`src/rtl/lsu_mmio_bridge.sv`:
```
// -----------------------------------------------------------------------------
// lsu_mmio_bridge
//   Load/store unit for the MEMEX/WB stages. Each accepted access is decoded to
//   the data TCM, the instruction TCM or the peripheral bus. Store data is
//   lane-replicated with byte strobes. Load data is lane-aligned and sign- or
//   zero-extended. Peripheral accesses use a registered valid/ready handshake
//   with a wait timeout, and the pipeline is stalled while that handshake is
//   pending.
//
// Ports
//   clk, rst_n            clock, asynchronous active-low reset
//   req_*                 access request (valid, we, addr, wdata, width, sext)
//   stall                 pipeline hold while a peripheral access is pending
//   rsp_valid/rsp_rdata   one-cycle completion pulse and aligned load data
//   fault/fault_cause     01 misaligned, 10 unmapped, 11 bus error/timeout
//   dtcm_we/itcm_we       TCM write enables (accept cycle only)
//   tcm_be/addr/wdata     shared TCM strobes, word-aligned offset, store data
//   dtcm_rdata/itcm_rdata TCM read data, one cycle after the address
//   periph_*              registered peripheral request / handshake inputs
// -----------------------------------------------------------------------------
module lsu_mmio_bridge #(
  parameter logic [31:0] PERIPH_BASE = 32'h0000_0000,
  parameter logic [31:0] PERIPH_SIZE = 32'h0000_1000,
  parameter logic [31:0] DTCM_BASE   = 32'h0000_1000,
  parameter logic [31:0] DTCM_SIZE   = 32'h0000_4000,
  parameter logic [31:0] ITCM_BASE   = 32'h0000_5000,
  parameter logic [31:0] ITCM_SIZE   = 32'h0000_4000,
  parameter int          TIMEOUT     = 16
) (
  input  logic        clk,
  input  logic        rst_n,
  input  logic        req_valid,
  input  logic        req_we,
  input  logic [31:0] req_addr,
  input  logic [31:0] req_wdata,
  input  logic [1:0]  req_width,
  input  logic        req_sext,
  output logic        stall,
  output logic        rsp_valid,
  output logic [31:0] rsp_rdata,
  output logic        fault,
  output logic [1:0]  fault_cause,
  output logic        dtcm_we,
  output logic        itcm_we,
  output logic [3:0]  tcm_be,
  output logic [31:0] tcm_addr,
  output logic [31:0] tcm_wdata,
  input  logic [31:0] dtcm_rdata,
  input  logic [31:0] itcm_rdata,
  output logic        periph_valid,
  output logic        periph_we,
  output logic [31:0] periph_addr,
  output logic [31:0] periph_wdata,
  output logic [3:0]  periph_be,
  input  logic        periph_ready,
  input  logic [31:0] periph_rdata,
  input  logic        periph_err
);

  localparam logic [1:0] S_IDLE  = 2'd0;
  localparam logic [1:0] S_PWAIT = 2'd1;
  localparam logic [1:0] S_PRESP = 2'd2;

  localparam int              CW       = $clog2(TIMEOUT);
  localparam logic [CW-1:0]   CNT_LAST = CW'(TIMEOUT - 1);

  // Per-access shape kept from the accept cycle to format the response.
  typedef struct packed {
    logic [1:0] lane;
    logic [1:0] width;
    logic       sext;
    logic       we;
  } acc_info_t;

  function automatic logic [31:0] load_align(input logic [31:0] raw,
                                             input logic [1:0]  lane,
                                             input logic [1:0]  width,
                                             input logic        sext);
    logic [31:0] sh;
    sh = raw >> {lane, 3'b000};
    case (width)
      2'b00:   load_align = {{24{sext & sh[7]}},  sh[7:0]};
      2'b01:   load_align = {{16{sext & sh[15]}}, sh[15:0]};
      default: load_align = sh;
    endcase
  endfunction

  // ---------------------------------------------------------------- state
  logic [1:0]    state_q,     state_d;
  logic [CW-1:0] cnt_q,       cnt_d;
  acc_info_t     info_q,      info_d;
  logic          imm_vld_q,   imm_vld_d;    // TCM / fault response due next cycle
  logic          imm_fault_q, imm_fault_d;
  logic [1:0]    imm_cause_q, imm_cause_d;
  logic [1:0]    src_q,       src_d;        // {itcm, dtcm} read source
  logic          pv_q,        pv_d;
  logic          pwe_q,       pwe_d;
  logic [31:0]   paddr_q,     paddr_d;
  logic [31:0]   pwdata_q,    pwdata_d;
  logic [3:0]    pbe_q,       pbe_d;
  logic [31:0]   prdata_q,    prdata_d;
  logic          pfault_q,    pfault_d;

  // --------------------------------------------------------------- decode
  logic        accept, misal, hit_p, hit_d, hit_i;
  logic [31:0] poff, doff, ioff;
  logic [3:0]  be;
  logic [31:0] wdata_rep;

  assign stall  = (state_q == S_PWAIT);
  assign accept = req_valid & ~stall;

  always_comb begin
    // Offset compare handles a window based at 0 without a >= 0 test.
    poff  = req_addr - PERIPH_BASE;
    doff  = req_addr - DTCM_BASE;
    ioff  = req_addr - ITCM_BASE;
    hit_p = (poff < PERIPH_SIZE);
    hit_d = ~hit_p & (doff < DTCM_SIZE);
    hit_i = ~hit_p & ~hit_d & (ioff < ITCM_SIZE);

    case (req_width)
      2'b00: begin
        misal     = 1'b0;
        be        = 4'b0001 << req_addr[1:0];
        wdata_rep = {4{req_wdata[7:0]}};
      end
      2'b01: begin
        misal     = req_addr[0];
        be        = 4'b0011 << req_addr[1:0];
        wdata_rep = {2{req_wdata[15:0]}};
      end
      default: begin
        misal     = |req_addr[1:0];
        be        = 4'b1111;
        wdata_rep = req_wdata;
      end
    endcase
  end

  // ------------------------------------------------------------ TCM ports
  always_comb begin
    dtcm_we   = accept & req_we & ~misal & hit_d;
    itcm_we   = accept & req_we & ~misal & hit_i;
    tcm_be    = (accept & ~misal & (hit_d | hit_i)) ? be : 4'b0000;
    tcm_wdata = wdata_rep;
    if (hit_d)      tcm_addr = doff & ~32'h3;
    else if (hit_i) tcm_addr = ioff & ~32'h3;
    else            tcm_addr = 32'h0;
  end

  // ------------------------------------------------------------ next state
  always_comb begin
    state_d     = state_q;
    cnt_d       = cnt_q;
    info_d      = info_q;
    imm_vld_d   = 1'b0;
    imm_fault_d = 1'b0;
    imm_cause_d = 2'b00;
    src_d       = 2'b00;
    pv_d        = pv_q;
    pwe_d       = pwe_q;
    paddr_d     = paddr_q;
    pwdata_d    = pwdata_q;
    pbe_d       = pbe_q;
    prdata_d    = prdata_q;
    pfault_d    = pfault_q;

    case (state_q)
      S_PWAIT: begin
        // Ready is checked first so a handshake on the timeout cycle wins.
        if (pv_q & periph_ready) begin
          pv_d     = 1'b0;
          prdata_d = periph_rdata;
          pfault_d = periph_err;
          state_d  = S_PRESP;
        end else if (cnt_q == CNT_LAST) begin
          pv_d     = 1'b0;
          pfault_d = 1'b1;
          state_d  = S_PRESP;
        end else begin
          cnt_d = cnt_q + 1'b1;
        end
      end
      S_PRESP: state_d = S_IDLE;
      default: state_d = S_IDLE;
    endcase

    // Acceptance is possible in IDLE and PRESP; it overrides PRESP -> IDLE.
    if (accept) begin
      info_d = '{lane: req_addr[1:0], width: req_width, sext: req_sext, we: req_we};
      if (misal) begin
        imm_vld_d   = 1'b1;
        imm_fault_d = 1'b1;
        imm_cause_d = 2'b01;
      end else if (hit_p) begin
        pv_d     = 1'b1;
        pwe_d    = req_we;
        paddr_d  = req_addr;
        pwdata_d = wdata_rep;
        pbe_d    = be;
        prdata_d = 32'h0;
        pfault_d = 1'b0;
        cnt_d    = '0;
        state_d  = S_PWAIT;
      end else if (hit_d | hit_i) begin
        imm_vld_d = 1'b1;
        src_d     = {hit_i, hit_d};
      end else begin
        imm_vld_d   = 1'b1;
        imm_fault_d = 1'b1;
        imm_cause_d = 2'b10;
      end
    end
  end

  always_ff @(posedge clk or negedge rst_n) begin
    if (!rst_n) begin
      state_q     <= S_IDLE;
      cnt_q       <= '0;
      info_q      <= '0;
      imm_vld_q   <= 1'b0;
      imm_fault_q <= 1'b0;
      imm_cause_q <= 2'b00;
      src_q       <= 2'b00;
      pv_q        <= 1'b0;
      pwe_q       <= 1'b0;
      paddr_q     <= 32'h0;
      pwdata_q    <= 32'h0;
      pbe_q       <= 4'h0;
      prdata_q    <= 32'h0;
      pfault_q    <= 1'b0;
    end else begin
      state_q     <= state_d;
      cnt_q       <= cnt_d;
      info_q      <= info_d;
      imm_vld_q   <= imm_vld_d;
      imm_fault_q <= imm_fault_d;
      imm_cause_q <= imm_cause_d;
      src_q       <= src_d;
      pv_q        <= pv_d;
      pwe_q       <= pwe_d;
      paddr_q     <= paddr_d;
      pwdata_q    <= pwdata_d;
      pbe_q       <= pbe_d;
      prdata_q    <= prdata_d;
      pfault_q    <= pfault_d;
    end
  end

  // -------------------------------------------------------------- outputs
  logic        presp;
  logic [31:0] raw;

  assign periph_valid = pv_q;
  assign periph_we    = pwe_q;
  assign periph_addr  = paddr_q;
  assign periph_wdata = pwdata_q;
  assign periph_be    = pbe_q;

  // An immediate response and PRESP can never coincide: a TCM/fault access
  // accepted in cycle N leaves the FSM in IDLE at N+1.
  always_comb begin
    presp       = (state_q == S_PRESP);
    rsp_valid   = imm_vld_q | presp;
    fault       = (imm_vld_q & imm_fault_q) | (presp & pfault_q);
    fault_cause = imm_vld_q ? imm_cause_q : ((presp & pfault_q) ? 2'b11 : 2'b00);
    if (presp)         raw = prdata_q;
    else if (src_q[0]) raw = dtcm_rdata;
    else               raw = itcm_rdata;
    rsp_rdata = (rsp_valid & ~fault & ~info_q.we)
              ? load_align(raw, info_q.lane, info_q.width, info_q.sext) : 32'h0;
  end

endmodule
```
`config.mk`:
```
export PLATFORM = sky130hd
export DESIGN_NAME = lsu_mmio_bridge
export DESIGN_NICKNAME = d
export VERILOG_FILES = /design/src/rtl/lsu_mmio_bridge.sv
export SDC_FILE = /design/constraint.sdc
export NUM_CORES = 1
export LEC_CHECK = 0
export ABC_AREA = 1
export BUFFER_PORTS_ARGS = -buffer_cell sky130_fd_sc_hd__buf_2
export CAP_MARGIN = 20
export CORE_AREA = 2 2 173 175
export DETAILED_ROUTE_END_ITERATION = 8
export DIE_AREA = 0 0 175 177
export PLACE_DENSITY_LB_ADDON = 0.2
export SLEW_MARGIN = 40
export SYNTH_ARGS = -nofsm -noshare
export SYNTH_HDL_FRONTEND = slang
export SYNTH_SLANG_ARGS = --single-unit
```
`constraint.sdc`:
```
create_clock -name clk -period 9.93 [get_ports clk]
set_clock_uncertainty 0.15 [all_clocks]
set_input_delay 2.979 -clock clk [delete_from_list [all_inputs] [get_ports clk]]
set_output_delay 2.979 -clock clk [all_outputs]
set_load 0.02 [all_outputs]
```
### Yosys cells after proc, flatten, opt, wreduce, memory -nomap -nowiden

Cells that the tools add are included.

| storage, ports and cells | value |
|---|---|
| bits in registers | 120 |
| output and inout bits | 177 |
| logic and storage cells | 117 |
| input bits | 169 |

| operators by class | value |
|---|---|
| add/subtract/negate cells | 3 |
| equal/unequal tests | 5 |
| reduce and logical (&&, ||, !) cells | 4 |
| order comparisons | 3 |
| shift-type cells | 3 |
| bitwise operators | 26 |
| multiplexer cells | 56 |

Operator list:

| kind | number |
|---|---|
| 32-bit two-way mux | 10 |
| 32-bit one-hot mux with 2 select lines | 2 |
| 32-bit by 15-bit < comparator with 1-bit output (second input constant) | 2 |
| 32-bit by 13-bit < comparator with 1-bit output (second input constant) | 1 |
| 32-bit by 5-bit >> shifter with 32-bit output | 1 |
| 32-bit by 13-bit subtractor with 32-bit output (second input constant) | 1 |
| 32-bit by 15-bit subtractor with 32-bit output (second input constant) | 1 |
| 4-bit two-way mux | 7 |
| 2-bit two-way mux | 12 |
| 1-bit two-way mux | 23 |
| 1-bit bitwise AND | 17 |
| 4-bit one-hot mux with 2 select lines | 1 |
| 2-bit by 1-bit equality test with 1-bit output (second input constant) | 3 |
| 1-bit NOT | 6 |
| 4-bit by 1-bit adder with 4-bit output (second input constant) | 1 |
| 4-bit equality test (second input constant) | 1 |
| 2-bit logical NOT | 2 |
| 1-bit by 2-bit << shifter with 4-bit output (first input constant) | 1 |
| 2-bit by 2-bit << shifter with 4-bit output (first input constant) | 1 |
| 1-bit OR | 3 |
| 3-bit AND reduction | 1 |
| 2-bit equality test (second input constant) | 1 |
| 1-bit one-hot mux with 2 select lines | 1 |
| 2-bit OR reduction | 1 |

### Logic depth before layout (Yosys ltp)

| logic depth | value |
|---|---|
| depth after elaboration | 11 |
| mapped depth | 17 |
| depth with buffers taken out | 16 |

### Worst setup path after synthesis

No wires, ideal clock.

| timing | value |
|---|---|
| path type | input -> output |
| from | in req_addr[12] |
| to | out tcm_addr[10] |
| path slack | 2.201 ns |
| data required time | 6.801 ns |
| buffers on the path | 1 |
| arrival time | 4.600 ns |
| cell stages on the path | 17 |
| path through | inv_1 ha_1 inv_1 nand2_1 nand2_1 nor2_4 nand2_1 nand2_1 nand2_1 nor2_1 nand2_1 nor2_1 nand3_2 nand2_2 inv_2 buf_12 nor2_2 |

| between the ends | value |
|---|---|
| word-level cells in the longest chain between the ends | 8 |
| elaborated cells on any way between the ends | 12 |
| classes of those cells | add/sub: 2; order compare: 3; mux: 2; bitwise: 5 |

Ends and longest elaborated chain:

| item | RTL line | text |
|---|---|---|
| from (decl) | 34 | `input logic [31:0] req_addr,` |
| 32-bit by 13-bit subtractor with 32-bit output / 32-bit by 13-bit < comparator with 1-bit output (equally long branches) | 116, 118 |  |
| 32-bit by 15-bit < comparator with 1-bit output / 1-bit NOT (equally long branches) | 119, 120 |  |
| 1-bit bitwise AND | 119 | `hit_d = ~hit_p & (doff < DTCM_SIZE);` |
| 1-bit NOT | 120 | `hit_i = ~hit_p & ~hit_d & (ioff < ITCM_SIZE);` |
| 1-bit bitwise AND (2 in series) | 120 |  |
| 32-bit two-way mux | 148 | `else if (hit_i) tcm_addr = ioff & ~32'h3;` |
| 32-bit two-way mux * | 147 | `if (hit_d) tcm_addr = doff & ~32'h3;` |
| to (decl) | 46 | `output logic [31:0] tcm_addr,` |

Mark *: on every way between the ends. The rest lies on a longest branch, timed or not.

### Final worst setup path

| timing | value |
|---|---|
| from | in req_addr[12] |
| to | out tcm_be[3] |

| between the ends | value |
|---|---|
| word-level cells in the longest chain between the ends | 9 |
| elaborated cells on any way between the ends | 13 |
| classes of those cells | add/sub: 2; order compare: 3; mux: 1; bitwise: 7 |

Ends and longest elaborated chain:

| item | RTL line | text |
|---|---|---|
| 32-bit by 13-bit subtractor with 32-bit output / 32-bit by 13-bit < comparator with 1-bit output (equally long branches) | 116, 118 |  |
| 32-bit by 15-bit < comparator with 1-bit output / 1-bit NOT (equally long branches) | 119, 120 |  |
| 1-bit bitwise AND | 119 |  |
| 1-bit NOT | 120 |  |
| 1-bit bitwise AND (2 in series) | 120 |  |
| 1-bit OR * | 145 | `tcm_be = (accept & ~misal & (hit_d \| hit_i)) ? be : 4'b0000;` |
| 1-bit bitwise AND * | 145 |  |
| 4-bit two-way mux * | 145 |  |
| to (decl) | 45 | `output logic [3:0] tcm_be,` |

Marked as above.

==> impl_results.md <==
- Status: complete, no violations
- Starting DRT DRC Count: 453
- Max stage delay on crit path: 0.23 ns
- Setup Buffers After CTS: 0
- Htree depth: 4
- P per Cell Area: 136 nW/µm²
- Core Util, Final: 34.9%
- # fillers: 3235
- Hold Slack: 0.317 ns
- Crit-path slowest cell: ha_1
- Cts bufs inserted: 17
- Clk sinks: 120
- Final Setup Violations: 0
- Layout Cells excl Fill: 1825
- Final hold vios: 0
- Worst path bufs/invs: 4
- Count of max-cap constraint violations: 0
- IO Count: 346
- Sequential area share after synthesis: 38.7%
- Residual DRC: 0
- Max Freq: 0.121 GHz
- Layout net count: 1592
- Die Width: 175 µm
- Die height: 177 µm
- Crit-path most repeated cell: nand2_1
- Share of cells above drive strength 1: 29.6%
- Worst Tran Pin Value: 0.778 ns
- Sw power: 0.396 mW
- CTS tree: built
- Min Tclk post-route: 8.24 ns
- Yosys cell types: 39
- Vias in the first global route: 8028
- Synth Register Bits: 120
- DRT Pass-1 Iters: 5
- Post-Syn Area: 7760 µm²
- Starting density of the core: 26.5%
- Synthesized instance count: 1132
- Main synth FF type: dfrtp_1
- Row Count: 63
- Peak supply drop: 0.0881 mV
- FFs w/ async S/R, synth: 100%
- Initial antenna violation count: 1
- Post-DRT Antenna Nets: 0
- Core region area: 29200 µm²
- Clock power frac: 47.8%
- GRT overflow: 0
- Post-layout total power: 1.39 mW
- Synthesized area per cell: 6.86 µm²
- Clock transition at path regs: 0.06 ns
- Ys Warns: 0
- First-pass GRT wire length: 45.1 mm
- Critical Path Fanout Max: 6
- Cts hold-fix bufs: 0
- Leakage: 5.56 nW
- Vias: 8252
- WP data required: 6.80 ns
- Setup Crit Path Kind: in2out
- CP cell instances: buf_2 > inv_1 > ha_1 > inv_1 > nand2_1 > nand2_1 > nor2_4 > nand2_1 > nand2_1 > nand2_1 > nor2_1 > nand2_1 > nor2_1 > nand3_2 > nand2_2 > nand2_1 > nor2_1 > buf_2
- Total Die Area: 31000 µm²
- Share of the clock period used by the worst path after layout: 83.0%
- Worst min-delay path category: reg2reg
- Placed cells: 1792
- Internal: 0.992 mW
- Flop2flop setup slack: 7.32 ns
- Cell Area, Placed: 9570 µm²
- Slew margin rel.: 48.2%
- Finished Cell Area: 10200 µm²
- Worst setup EP type: primary output
- CTS Buffer Depth: 2
- Crit path DAT: 5.11 ns
- Post-synth EDFFs: 0
- PortBufs: 325
- Top delay family on crit path: simple AND/OR/NAND/NOR gates
- Clk_lat worst skew: 0.42 ns
- Count of pins over their slew limit: 0
- Setup TNS: 0 ns
- Final setup margin: 1.69 ns
- Combinational cell fraction of total power: 16.2%
- Clk root buf: clkbuf_16
- Hpwl dp: 22.7 mm
- Via-per-instance ratio: 4.52
- Critical path launch point type: input port
- Place WS: 1.65 ns
- Area growth, synth to finish: 31.4%
- Largest net degree at the start of global routing: 92
- Total track usage: 19.0%
- Post-CTS sizing: 0
- Switching Share: 28.5%
- WL final: 29.5 mm
- Placer Congestion: 0.891
- Sequential share of power: 36.0%
- Routed WL per cell: 16.2 µm
- RSZ-0062 raised after global routing: no
[metal layers]
metal / GRT usage, % / routed length, µm / part of all wire, % / vias up
li1: - / - / - / 4159
met2: 33.0 / 14600 / 49 / 316
met4: 5.83 / 482 / 1.6 / 0
met3: 5.33 / 2210 / 7.5 / 28
met5: 0 / 0 / 0 / -
met1: 22.6 / 12300 / 42 / 3749
[logic make-up (layout without fill, tap and decap cells)]
kind of cell / after synthesis / in the layout / share of synthesized area [%]
adders and majority gates: 2 / 2 / 0.322
and+or+nand+nor: 574 / 574 / 32.7
buffers and inverters: 201 / 484 / 11.6
AOI/OAI and AO/OA: 217 / 217 / 14.6
muxes: 7 / 7 / 0.903
other: 1 / 21 / 0.0483
xor gates and xnor gates: 10 / 10 / 1.13
DFF: 120 / 120 / 38.7
[tightest hold or removal path: cells and delay by family, from the launching register on]
family | cells | cell delay [ns]
and+or+nand+nor | 2 | 0.09
DFF | 1 | 0.34
[worst paths after layout]
path / start / end / cells past startpoint
min in group asynchronous: rst_n / periph_wdata[24]$_DFFE_PN0P_ / 1
max in group asynchronous: rst_n / periph_addr[30]$_DFFE_PN0P_ / 2
max reg2reg: state_q[0]$_DFF_PN0_ / periph_wdata[22]$_DFFE_PN0P_ / 10
min: periph_wdata[16]$_DFFE_PN0P_ / periph_wdata[16]$_DFFE_PN0P_ / 2
min reg2reg: periph_wdata[16]$_DFFE_PN0P_ / periph_wdata[16]$_DFFE_PN0P_ / 2
max: req_addr[12] / tcm_be[3] / 18
[synthesized netlist by cell type, types with 8 or more instances]
cell type  instances  area share [%]
a21oi_1           77             5.0
o21ai_0          108             7.0
nor2_4            17             2.5
dfrtp_1          120              39
nand2_2           10            0.81
nor2_1           124             6.0
buf_4             28             2.7
nor3_1             8            0.52
inv_1            109             5.3
nor2_2            16             1.3
clkbuf_1          32             1.5
xor2_1            10             1.1
o21ai_1           12            0.77
nand2_1          291              14
buf_2             17             1.1
nand3_1           86             5.5
[layout by cell type (no fill, tap or decap), types with 3 or more instances in the layout]
cell and count:
nand4_1 5, clkbuf_16 17, or2_2 7, buf_4 6, clkinvlp_4 3, buf_6 3, a22o_1 3, nand2_1 291
nand3b_1 4, nor3_1 8, o21ai_1 12, nor2_1 124, conb_1 20, o31ai_1 3, a21oi_1 77, xor2_1 10
a31oi_1 7, nor2_4 17, inv_2 7, inv_1 109, buf_2 324, clkinv_2 3, nand3_1 86, o21ai_0 108
mux2i_1 7, clkinv_1 3, nand2_2 10, bufinv_16 4, dfrtp_1 120, nor2_2 16
[power by group through the flow]
stage	logic [mW]	clock network [mW]	registers, mW
floorplan	0.134	0	0.503
CTS	0.227	0.680	0.500
global placement	0.226	0	0.509
global route	0.248	0.700	0.501
finish	0.225	0.664	0.500
detailed placement	0.226	0	0.509
[final cells by class]
type	count	area (µm²)	share of cell area, %
Antenna cell	1	2.50	0.0245
Clock buffer	20	447	4.38
Clock inverter	12	175	1.72
Inverter	119	447	4.38
Multi-Input combinational cell	830	3930	38.6
Sequential cell	120	3000	29.5
Tap cell	390	488	4.79
Timing Repair Buffer	333	1700	16.7
[registers in the layout, indices dropped and copies added, names as in the netlist]
| name | count |
|---|---|
| imm_cause_q | 2 |
| state_q | 2 |
| cnt_q | 4 |
| imm_vld_q | 1 |
| imm_fault_q | 1 |
| pfault_q | 1 |
| src_q | 1 |
| periph_be | 4 |
| prdata_q | 32 |
| periph_valid | 1 |
| info_q | 6 |
| periph_we | 1 |
| periph_wdata | 32 |
| periph_addr | 32 |
Note: power is estimated with default switching activity, not from simulation.
